$ cat src/rtl/fp_seq_addsub.sv
// ---------------------------------------------------------------------------
// fp_seq_addsub
//
// Multi-cycle IEEE-754 adder/subtractor used by the FP divider's
// Newton-Raphson loop (48/17 - x, 2 - xD). It takes one operand pair per Load
// pulse and, some cycles later, presents the rounded sum or difference with
// Valid. Rounding is round-to-nearest-even. Subnormal inputs are treated as
// zero, and subnormal results are flushed to a signed zero.
//
// Ports
//   Clk     in   1          clock, rising edge
//   Rst_n   in   1          asynchronous active-low reset
//   A       in   PRECISION  operand A, sampled on the Load edge
//   B       in   PRECISION  operand B, sampled on the Load edge
//   Op      in   1          0: A+B, 1: A-B, sampled on the Load edge
//   Load    in   1          start pulse; also aborts any operation in flight
//   Result  out  PRECISION  registered result, held until the next Load
//   Valid   out  1          result ready, masked in any cycle where Load=1
// ---------------------------------------------------------------------------
`timescale 1ns/1ps

module fp_seq_addsub #(
   parameter int PRECISION = 32
) (
   input  logic                 Clk,
   input  logic                 Rst_n,
   input  logic [PRECISION-1:0] A,
   input  logic [PRECISION-1:0] B,
   input  logic                 Op,
   input  logic                 Load,
   output logic [PRECISION-1:0] Result,
   output logic                 Valid
);

   localparam int P = PRECISION;
   localparam int E = (PRECISION == 64) ? 11 : 8;
   localparam int M = PRECISION - E - 1;
   // Working mantissa layout: hidden bit, M fraction bits, then guard, round
   // and sticky bits.
   localparam int W = M + 4;
   localparam logic [E-1:0] SHIFT_SAT  = E'(W);
   localparam logic [P-1:0] CANON_NAN  = {1'b0, {(P-1){1'b1}}};

   typedef enum logic [2:0] {IDLE, ALIGN, ADD, NORM, ROUND, DONE} state_t;

   state_t         state_q, state_d;
   logic [P-1:0]   opA_q, opA_d;
   logic [P-1:0]   opB_q, opB_d;
   logic           sign_q, sign_d;
   logic [E:0]     exp_q, exp_d;
   logic [W-1:0]   mant_q, mant_d;
   logic [W-1:0]   yMant_q, yMant_d;
   logic           effSub_q, effSub_d;
   logic [P-1:0]   result_q, result_d;
   logic           valid_q, valid_d;

   // Load-time operand classification
   logic [P-1:0]   effB;
   logic [E-1:0]   expA, expB;
   logic [M-1:0]   fracA, fracB;
   logic           aZero, bZero, aInf, bInf, aNan, bNan;
   logic           loadSpecial;
   logic [P-1:0]   specialResult;

   // Alignment datapath
   logic           swapOps;
   logic           alignSign;
   logic [P-2:0]   xMag, yMag;
   logic [E-1:0]   expDiff, shAmt;
   logic [W-1:0]   xField, yField, yAligned;
   logic [2*W-1:0] yWide;

   // Add, normalise and round datapath
   logic [W:0]     addSum;
   logic [W-1:0]   mantShl;
   logic [E:0]     expDec;
   logic           roundUp;
   logic [M+1:0]   rounded;
   logic [E:0]     expRnd;
   logic [M-1:0]   fracRnd;
   logic [P-1:0]   roundResult;

   // B is folded with Op at load time, so the rest of the datapath only
   // ever sees an addition of two signed magnitudes.
   assign effB  = B ^ {Op, {(P-1){1'b0}}};
   assign expA  = A[P-2:M];
   assign fracA = A[M-1:0];
   assign expB  = effB[P-2:M];
   assign fracB = effB[M-1:0];
   assign aZero = (expA == '0);
   assign bZero = (expB == '0);
   assign aInf  = (expA == '1) && (fracA == '0);
   assign bInf  = (expB == '1) && (fracB == '0);
   assign aNan  = (expA == '1) && (fracA != '0);
   assign bNan  = (expB == '1) && (fracB != '0);

   // Operands whose answer is known without arithmetic finish on the Load
   // edge itself. Priority matters: NaN beats Inf, Inf beats zero.
   always_comb begin
      loadSpecial   = 1'b1;
      specialResult = '0;
      if (aNan || bNan || (aInf && bInf && (A[P-1] != effB[P-1]))) begin
         specialResult = CANON_NAN;
      end else if (aInf) begin
         specialResult = A;
      end else if (bInf) begin
         specialResult = effB;
      end else if (aZero && bZero) begin
         specialResult = '0;
      end else if (aZero) begin
         specialResult = effB;
      end else if (bZero) begin
         specialResult = A;
      end else begin
         loadSpecial = 1'b0;
      end
   end

   // X is the larger magnitude operand. Comparing exponent and fraction as
   // one unsigned field gives the magnitude order directly.
   assign swapOps   = opB_q[P-2:0] > opA_q[P-2:0];
   assign xMag      = swapOps ? opB_q[P-2:0] : opA_q[P-2:0];
   assign yMag      = swapOps ? opA_q[P-2:0] : opB_q[P-2:0];
   assign alignSign = swapOps ? opB_q[P-1] : opA_q[P-1];
   assign expDiff   = xMag[P-2:M] - yMag[P-2:M];
   assign shAmt     = (expDiff > SHIFT_SAT) ? SHIFT_SAT : expDiff;
   assign xField    = {1'b1, xMag[M-1:0], 3'b000};
   assign yField    = {1'b1, yMag[M-1:0], 3'b000};
   // The low half of the wide shift collects every bit shifted out of Y,
   // which collapses into the sticky position.
   assign yWide     = {yField, {W{1'b0}}} >> shAmt;
   assign yAligned  = {yWide[2*W-1:W+1], yWide[W] | (|yWide[W-1:0])};

   // Since |X| >= |Y| the subtraction never goes negative.
   assign addSum = effSub_q ? ({1'b0, mant_q} - {1'b0, yMant_q})
                            : ({1'b0, mant_q} + {1'b0, yMant_q});

   assign mantShl = {mant_q[W-2:0], 1'b0};
   assign expDec  = exp_q - 1'b1;

   // Round to nearest, ties to even, on the guard/round/sticky tail. A
   // carry out of the rounded mantissa only happens for all-ones, so the
   // renormalised fraction is simply zero.
   assign roundUp     = mant_q[2] & (mant_q[1] | mant_q[0] | mant_q[3]);
   assign rounded     = {1'b0, mant_q[W-1:3]} + {{(M+1){1'b0}}, roundUp};
   assign expRnd      = exp_q + {{E{1'b0}}, rounded[M+1]};
   assign fracRnd     = rounded[M+1] ? rounded[M:1] : rounded[M-1:0];
   assign roundResult = (expRnd >= {1'b0, {E{1'b1}}})
                        ? {sign_q, {E{1'b1}}, {M{1'b0}}}
                        : {sign_q, expRnd[E-1:0], fracRnd};

   // Next-state logic. The state case runs first and a Load then overrides
   // it, so a new operand pair always wins over whatever was in flight.
   always_comb begin
      state_d  = state_q;
      opA_d    = opA_q;
      opB_d    = opB_q;
      sign_d   = sign_q;
      exp_d    = exp_q;
      mant_d   = mant_q;
      yMant_d  = yMant_q;
      effSub_d = effSub_q;
      result_d = result_q;
      valid_d  = valid_q;

      case (state_q)
         IDLE: begin
            state_d = IDLE;
         end
         ALIGN: begin
            sign_d   = alignSign;
            exp_d    = {1'b0, xMag[P-2:M]};
            mant_d   = xField;
            yMant_d  = yAligned;
            effSub_d = opA_q[P-1] ^ opB_q[P-1];
            state_d  = ADD;
         end
         ADD: begin
            if (addSum[W]) begin
               mant_d = {addSum[W:2], addSum[1] | addSum[0]};
               exp_d  = exp_q + 1'b1;
            end else begin
               mant_d = addSum[W-1:0];
            end
            state_d = NORM;
         end
         NORM: begin
            // One left shift per cycle; the shift that brings the hidden
            // bit up moves straight on to ROUND.
            if (mant_q == '0) begin
               result_d = '0;
               state_d  = DONE;
            end else if (mant_q[W-1]) begin
               state_d = ROUND;
            end else begin
               mant_d = mantShl;
               exp_d  = expDec;
               if (expDec == '0) begin
                  result_d = {sign_q, {(P-1){1'b0}}};
                  state_d  = DONE;
               end else if (mantShl[W-1]) begin
                  state_d = ROUND;
               end
            end
         end
         ROUND: begin
            result_d = roundResult;
            state_d  = DONE;
         end
         DONE: begin
            valid_d = 1'b1;
         end
         default: begin
            state_d = IDLE;
         end
      endcase

      if (Load) begin
         opA_d   = A;
         opB_d   = effB;
         valid_d = 1'b0;
         if (loadSpecial) begin
            result_d = specialResult;
            state_d  = DONE;
         end else begin
            state_d = ALIGN;
         end
      end
   end

   // State and datapath registers; reset clears everything at once, which
   // also throws away any operation in progress.
   always_ff @(posedge Clk or negedge Rst_n) begin
      if (!Rst_n) begin
         state_q  <= IDLE;
         opA_q    <= '0;
         opB_q    <= '0;
         sign_q   <= 1'b0;
         exp_q    <= '0;
         mant_q   <= '0;
         yMant_q  <= '0;
         effSub_q <= 1'b0;
         result_q <= '0;
         valid_q  <= 1'b0;
      end else begin
         state_q  <= state_d;
         opA_q    <= opA_d;
         opB_q    <= opB_d;
         sign_q   <= sign_d;
         exp_q    <= exp_d;
         mant_q   <= mant_d;
         yMant_q  <= yMant_d;
         effSub_q <= effSub_d;
         result_q <= result_d;
         valid_q  <= valid_d;
      end
   end

   // The divider samples Valid in the same cycle it drives Load, so a
   // finished result must never show through while a new one is requested.
   assign Result = result_q;
   assign Valid  = valid_q & ~Load;

endmodule

$ cat config.mk
export PLATFORM = sky130hd
export DESIGN_NAME = fp_seq_addsub
export DESIGN_NICKNAME = d
export VERILOG_FILES = /design/src/rtl/fp_seq_addsub.sv
export SDC_FILE = /design/constraint.sdc
export NUM_CORES = 1
export LEC_CHECK = 0
export BUFFER_PORTS_ARGS = -buffer_cell sky130_fd_sc_hd__buf_2
export CORE_ASPECT_RATIO = 1.4
export CORE_MARGIN = 1
export CORE_UTILIZATION = 52
export DETAILED_ROUTE_END_ITERATION = 12
export PLACE_DENSITY_LB_ADDON = 0.05
export SLEW_MARGIN = 15
export SYNTH_ARGS = -nofsm -noshare
export SYNTH_HDL_FRONTEND = slang
export SYNTH_SLANG_ARGS = --single-unit
$ cat constraint.sdc
create_clock -name Clk -period 4.9 [get_ports Clk]
set_input_delay 0 -clock Clk [delete_from_list [all_inputs] [get_ports Clk]]
set_output_delay 0 -clock Clk [all_outputs]
set_load 0.05 [all_outputs]
; Word level (Yosys, flattened, before mapping)
; Index checks and enable logic that the tools add are counted.
; W data, S select, Z words.
[classes]
mux = 42
shift = 1
eq_ne = 13
reduce_logical = 24
bitwise_logic = 9
magnitude_cmp = 3
n_addsub = 7
[op_table]
columns = cell, count
row1 = $mux W32, 11
row2 = $mux W31, 3
row3 = $mux W27, 3
row4 = $pmux W27 S3, 1
row5 = $pmux W32 S2, 1
row6 = $shr A54 B8 Y54, 1
row7 = $logic_not A23 Y1, 2
row8 = $reduce_bool A23 Y1, 2
row9 = $xor A32 B32 Y32, 1
row10 = $gt A31 B31 Y1, 1
row11 = $add A27 B27 Y28, 1
row12 = $mux W28, 1
row13 = $sub A27 B27 Y28, 1
row14 = $logic_not A27 Y1, 1
row15 = $mux W9, 3
row16 = $pmux W9 S3, 1
row17 = $reduce_or A27 Y1, 1
row18 = $add A24 B1 Y25, 1
row19 = $mux W23, 1
row20 = $mux W3, 6
row21 = $eq A8 B8 Y1 const B, 2
row22 = $logic_not A8 Y1, 2
row23 = $pmux W3 S5, 1
row24 = $add A9 B1 Y9, 1
row25 = 25 further kinds, 50
[totals]
ff_bits = 165
output_inout_bits = 33
inputBits = 68
wordCells = 110

; Depth between registers and ports, before layout
[depth]
ltp_word = 10
depth_mapped = 26
ltp_nobuf = 23

; Worst setup path before layout
; Ideal clock, no wire load.
[synth_timing]
path_kind = flip-flop to flip-flop
from = register yMant_q[2]
to = register mant_q[11]
stages_incl_launch_ff = 22
setup_slack_ps = -191
arrival_ps = 4948
required_ps = 4758
path_buffers = 2
setup_time_ps = 142
period_less_slack_ps = 5091
path_cell_list = dfrtp_1 nor4_1 nand2_1 or3_1 nor4_1 a21oi_1 xnor2_1 ha_1 a21o_1 a21o_1 a21o_1 a21oi_1 o211ai_1 a31oi_1 a21oi_1 nand3_1 o41ai_1 nor2_1 buf_1 clkbuf_1 mux2i_1 o221ai_1
[synth_between]
elab_chain_len = 4
word_cells_on_any_way = 5
classes_between = add/sub (2) / mux (3)
[synth_rtl]
columns = item, line
row1 = "start, declared", 52  ; logic [W-1:0] yMant_q, yMant_d;
row2 = "start signal, assigned", 252  ; yMant_q <= yMant_d;
row3 = $add A27 B27 Y28 or $sub A27 B27 Y28 (tied branches), "136, 135"
row4 = $mux W28 (*), 135  ; assign addSum = effSub_q ? ({1'b0, mant_q} - {1'b0, yMant_q})
row5 = $mux W27 (*), 179  ; if (addSum[W]) begin
row6 = $pmux W27 S3 (*), 166  ; case (state_q)
row7 = "end signal, assigned", 251  ; mant_q <= mant_d;
row8 = "end, declared", 51  ; logic [W-1:0] mant_q, mant_d;
; Every way passes the cells marked *; elsewhere a longest branch is shown, timed or not.
; A chain may end at the register's enable or synchronous reset.

; Final worst setup path
[layout_timing]
from = register opB_q[19]
to = register yMant_q[0]
[layout_between]
elab_chain_len = 8
word_cells_on_any_way = 9
classes_between = add/sub (1) / order compare (2) / shift (1) / mux (3) / bitwise (1) / reduce/logical (1)
[layout_rtl]
columns = item, line
row1 = "start, declared", 48  ; logic [P-1:0] opB_q, opB_d;
row2 = "start signal, assigned", 248  ; opB_q <= opB_d;
row3 = $gt A31 B31 Y1, 121  ; assign swapOps = opB_q[P-2:0] > opA_q[P-2:0];
row4 = "$mux W31, on equally long branches", "122, 123"
row5 = $sub A8 B8 Y8, 125  ; assign expDiff = xMag[P-2:M] - yMag[P-2:M];
row6 = $gt A8 B5 Y1, 126  ; assign shAmt = (expDiff > SHIFT_SAT) ? SHIFT_SAT : expDiff;
row7 = $mux W8, 126
row8 = $shr A54 B8 Y54 (*), 131  ; assign yWide = {yField, {W{1'b0}}} >> shAmt;
row9 = $reduce_or A27 Y1, 132  ; assign yAligned = {yWide[2*W-1:W+1], yWide[W] | (|yWide[W-1:0])};
row10 = $or A1 B1 Y1 (*), 132
; Marked as above.

==> results.md <==
- The initial antenna violation count is 0.
- The layout-stage area growth over the synthesis result is 35.58%.
- The fraction of synthesis flops using an asynchronous set or reset pin is 1.000.
- The share of total power dissipated in sequential elements is 0.193.
- The total overflow left after global routing is 0.
- The worst path buffer plus inverter count is 6.
- The depth of the worst register-to-register path is 23.
- The clock slew seen by the registers of the worst setup and hold paths is 0.07 ns.
- The family with the most delay on the worst path is compound AO/OA/AOI/OAI gates.
- The worst pin sits at a relative slew slack of 0.2252.
- The number of max-slew violations in the final report is 0.
- The number of clock buffers added by TritonCTS is 17.
- In this run the deepest clock path goes through 2 buffers.
- The endpoint of the worst register-to-register path is yMant_q[0]$_DFFE_PN0P_.
- The detail route stage leaves a number of antenna-violating nets equal to 0.
- The total global routing track utilization is 0.4043.
- In this run, the number of DRC markers left after iteration 0 of detailed routing was 1123.
- The number of synthesis warnings is 0.
- For the worst setup path, the data arrival time is 5.62 ns.
- The initialized floorplan defines 71 standard-cell rows.
- The reg-to-reg startpoint is opB_q[19]$_DFFE_PN0P_.
- The initial core utilization is 0.5284.
- For this design the ratio of total power to cell area is 599.5 nW/µm².
- The worst setup path endpoint is yMant_q[0]$_DFFE_PN0P_.
- The final routed DRC violation total is 0.
- 101 I/O pins were placed.
- The overall via count from detail_route is 15880.
- Setup violations remaining at the end of the flow were counted as 13.
- STA classifies the critical path endpoint as a flop.
- At the end of routability-driven placement, the weighted congestion stood at 0.9779.
- The fraction of the cycle the final worst path needs is 1.077.
- The global-route wire length before repair is 85160 µm.
- The critical path goes through ha_1 > and4_1 > and4bb_4 > a221oi_4 > o211ai_4 > buf_4 > buf_4 > a2111oi_0 > buf_4 > a311o_1 > buf_4 > o311ai_2 > a22oi_2 > buf_6 > buf_6 > o211ai_1 > nor2_2 > nand2_1 > a311oi_2 > o221ai_1 > a2111o_1 > nor4_2 > a21oi_1.
- The sequential cell area fraction in the yosys report is 0.2912.
- Summing every instance area after synthesis gives 14180 µm².
- The number of fill cells is 2151.
- Of the total power, combinational logic draws 0.690.
- For this design, the sink count on the clock tree is 165.
- Counting stages on the worst path, the most repeated cell is buf_4.
- The final number of hold-violating endpoints is 0.
- The power spent charging and discharging nets is 5.709 mW.
- Setup repair after global routing could not meet its margin everywhere.
- After the last flow step, the layout net total stands at 2280.
- The highest cell delay on the worst timing path is 0.40 ns.
- In the post-route analysis, the smallest setup slack over all paths is -0.3790 ns.
- The area of the core region is 26830 µm².
- For the worst setup path, the data required time is 5.24 ns.
- After synthesis, the netlist uses 96 different library cells.
- The cell count after synthesis came out at 1755.
- The leakage power summed over all cells is 8.502 nW.
- The class of the tightest hold or removal check is input port to flop.
- The via density per instance is 6.295.
- The number of cells in the design after placement is 2388.
- The post-placement setup slack is -0.5810 ns.
- The cell at the slowest stage of the critical path is dfrtp_1.
- The checks that failed: negative setup slack.
- VDD sags by at most 0.0004510 V.
- In this run the worst path has a maximum fanout of 6.
- Of the total power, the share spent switching nets is 0.4954.
- The number of synthesized flops with an enable pin is 0.
- Based on the critical path, the design can be clocked at up to 189.4 MHz.
- The primary flip-flop cell chosen by synthesis mapping is dfrtp_1.
- The first detailed-routing pass ran for 6 iterations.
- The worst setup slack for register-to-register paths is -0.38 ns.
- The final core utilization is 0.7165.
- The total wirelength of the detailed-routed design is 56820 µm.
- The number of nets handed over by synthesis was 1890.
- The pin count of the biggest net entering global routing is 96.
- Of the cells placed in the final design, the portion with a size suffix greater than 1 is 0.3007.
- Counting I/O delays and the setup requirement, the final critical path takes 5.279 ns.
- The number of input and output port buffers inserted is 100.
- Detailed placement finished with a half-perimeter wire length of 42250 µm.
- Clock tree synthesis selected as its root buffer the cell clkbuf_16.
- The insertion delay of the later-clocked pin in the worst-skew pair is 0.46 ns.
- The synthesized area per cell is 8.078 µm².
- The register bit count reported by yosys is 165.
- The tool flagged a number of max-cap violations equal to 0.
- The clock tree synthesis step divided the H-tree into 4 levels.
- The logic depth of the worst setup path including buffers is 23.
- For the final routed database, the setup TNS stands at -1.835 ns.
- The type of the worst setup path is flop to flop.
- The repair_antennas step left the layout with diodes totalling 0.
- TritonCTS built the clock tree.
- The internal cell power is 5.815 mW.
- The via count of the first global-routing pass came to 15170.
- The finished layout holds 2523 standard cells, fillers aside.
- Measured along the x axis, the die boundary spans 141.6 µm.
- The full die area is 27940 µm².
- The die height is 197.4 µm.
- On the final layout, the worst clock skew is 0.02016 ns.
- The critical path starts at opB_q[19]$_DFFE_PN0P_.
- The share of total power in the clock network is 0.117.
- The element type at the critical path start is a flop.
- The average routed wire per standard cell is 22.52 µm.
- The actual slew at the worst max-slew pin is 1.157 ns.
- The run finished, with violations left.
through the flow:
stage | power (mW) | area [µm²] | hold slack (ns)
6_report | 11.52 | 19220 | 0.1136
5_1_grt | 12.18 | 19220 | 0.1789
4_1_cts | 10.79 | 18520 | 0.1141
3_5_place_dp | 9.174 | 16920 | 0.07282
3_3_place_gp | 9.072 | 16920 | 0.06866
2_1_floorplan | 6.792 | 14220 | -0.2956
area by class of cell:
cell class                 count  area (µm²)  share of cell area
clock buffer                  18       439.2             0.02285
tap                          365       456.7             0.02376
sequential                   165        4129              0.2148
clock inverter                14       140.1            0.007290
timing repair buffer         489        3735              0.1943
multi-input combinational   1406       10070              0.5241
inverter                      66       247.7             0.01289
placed cells by master, fill, tap and decap left out, types with 9 or more instances in the layout:
master	count
buf_4	301
ha_1	61
o21ai_1	12
a21oi_1	161
buf_6	15
mux2_2	40
mux2i_1	60
inv_1	62
a22o_1	11
or4_1	9
xor2_1	18
buf_2	99
nand2_1	217
dfrtp_1	165
dlygate4sd3_1	67
o21ai_0	89
clkbuf_16	18
a211oi_1	23
o221ai_1	21
a221oi_1	18
nor2b_1	12
and3_1	16
nand4_1	19
nor3_1	34
and2_1	14
a31oi_1	15
nor4_1	24
a21oi_2	11
xnor2_1	56
nor2_1	108
o211ai_1	11
a21o_1	19
a22oi_1	35
nand3_1	40
flip-flops by register name (all words and copies together) (netlist names):
name,flops
exp_q,9
opA_q,32
sign_q,1
valid_q,1
state_q,3
effSub_q,1
yMant_q,27
opB_q,32
mant_q,27
Result,32
worst min path at each step:
stage                              endpoint  slack (ns)  cells after the start  startpoint
global route           Result[31]$_DFF_PN0_        0.18                      5          Op
floorplan               Result[0]$_DFF_PN0_       -0.30                      0       Rst_n
detailed placement  yMant_q[19]$_DFFE_PN0P_        0.07                      1       Rst_n
CTS                    Result[31]$_DFF_PN0_        0.11                      5          Op
global placement    yMant_q[19]$_DFFE_PN0P_        0.07                      1       Rst_n
finish                 Result[31]$_DFF_PN0_        0.11                      5          Op
per-layer routing:
metal | up-vias | track usage | wire (µm)
met5 | - | 0 | 0
met1 | 7623 | 0.4620 | 21240
met3 | 220 | 0.05552 | 3377
met4 | 0 | 0.3210 | 4777
met2 | 741 | 0.6774 | 27430
li1 | 7298 | - | -
synth_stat cells (7+ instances only):
| cell | n | area share |
|---|---|---|
| nand2_1 | 224 | 0.059 |
| a21oi_1 | 172 | 0.061 |
| dfrtp_1 | 165 | 0.29 |
| nor2_1 | 118 | 0.031 |
| o21ai_0 | 105 | 0.037 |
| clkbuf_1 | 92 | 0.024 |
| ha_1 | 66 | 0.058 |
| inv_1 | 65 | 0.017 |
| mux2i_1 | 65 | 0.046 |
| xnor2_1 | 57 | 0.035 |
| mux2_2 | 44 | 0.035 |
| nand3_1 | 42 | 0.015 |
| nor3_1 | 41 | 0.014 |
| a22oi_1 | 36 | 0.019 |
| a211oi_1 | 29 | 0.015 |
| nor4_1 | 29 | 0.013 |
| a221oi_1 | 21 | 0.013 |
| o221ai_1 | 21 | 0.013 |
| a21o_1 | 20 | 0.011 |
| nand4_1 | 19 | 0.0084 |
| xor2_1 | 19 | 0.012 |
| a31oi_1 | 18 | 0.0079 |
| and3_1 | 17 | 0.0075 |
| nor2b_1 | 16 | 0.0071 |
| and2_1 | 15 | 0.0066 |
| buf_1 | 13 | 0.0034 |
| o31ai_1 | 13 | 0.0069 |
| a22o_1 | 11 | 0.0068 |
| o211ai_1 | 11 | 0.0058 |
| a32oi_1 | 9 | 0.0056 |
| nand2b_1 | 9 | 0.0040 |
| o21a_1 | 9 | 0.0048 |
| o22ai_1 | 9 | 0.0040 |
| or4_1 | 9 | 0.0048 |
| nand3b_1 | 7 | 0.0037 |
| o221a_2 | 7 | 0.0056 |
| or3_1 | 7 | 0.0031 |
what timing repair did:
action | in CTS | in global routing
pin swaps | 30 | 41
gates resized for setup | 59 | 109
endpoints found under the hold margin | 164 | 0
gates cloned | 0 | 2
hold buffers | 67 | 0
setup endpoints to repair | 48 | 68
buffers inserted | 13 | 24
worst reg2reg max path, stage by stage, from the launching register on:
cell	delay, ns
dfrtp_1	0.40
ha_1	0.32
and4_1	0.22
and4bb_4	0.24
a221oi_4	0.34
o211ai_4	0.13
buf_4	0.15
buf_4	0.16
a2111oi_0	0.37
buf_4	0.18
a311o_1	0.14
buf_4	0.13
o311ai_2	0.11
a22oi_2	0.26
buf_6	0.17
buf_6	0.10
o211ai_1	0.20
nor2_2	0.27
nand2_1	0.12
a311oi_2	0.32
o221ai_1	0.15
a2111o_1	0.40
nor4_2	0.21
a21oi_1	0.09
cell families (layout without fill, tap and decap cells):
kind of cell | Yosys count | in the layout | synth area share
simple gates | 583 | 583 | 0.1956
compound gates | 570 | 570 | 0.2724
flops | 165 | 165 | 0.2912
buf+inv | 184 | 587 | 0.05216
mux | 109 | 109 | 0.08084
xor+xnor | 77 | 77 | 0.04810
fa+ha+maj | 67 | 67 | 0.05966
power groups by stage:
stage / clock network [mW] / logic, mW / registers [mW]
after floorplan: 0 / 4.34 / 2.45
after global placement: 0 / 6.88 / 2.19
after detailed placement: 0 / 6.97 / 2.21
after CTS: 1.36 / 7.24 / 2.19
after global routing: 1.42 / 8.51 / 2.26
final: 1.35 / 7.95 / 2.22
(Power assumes the default switching activity.)
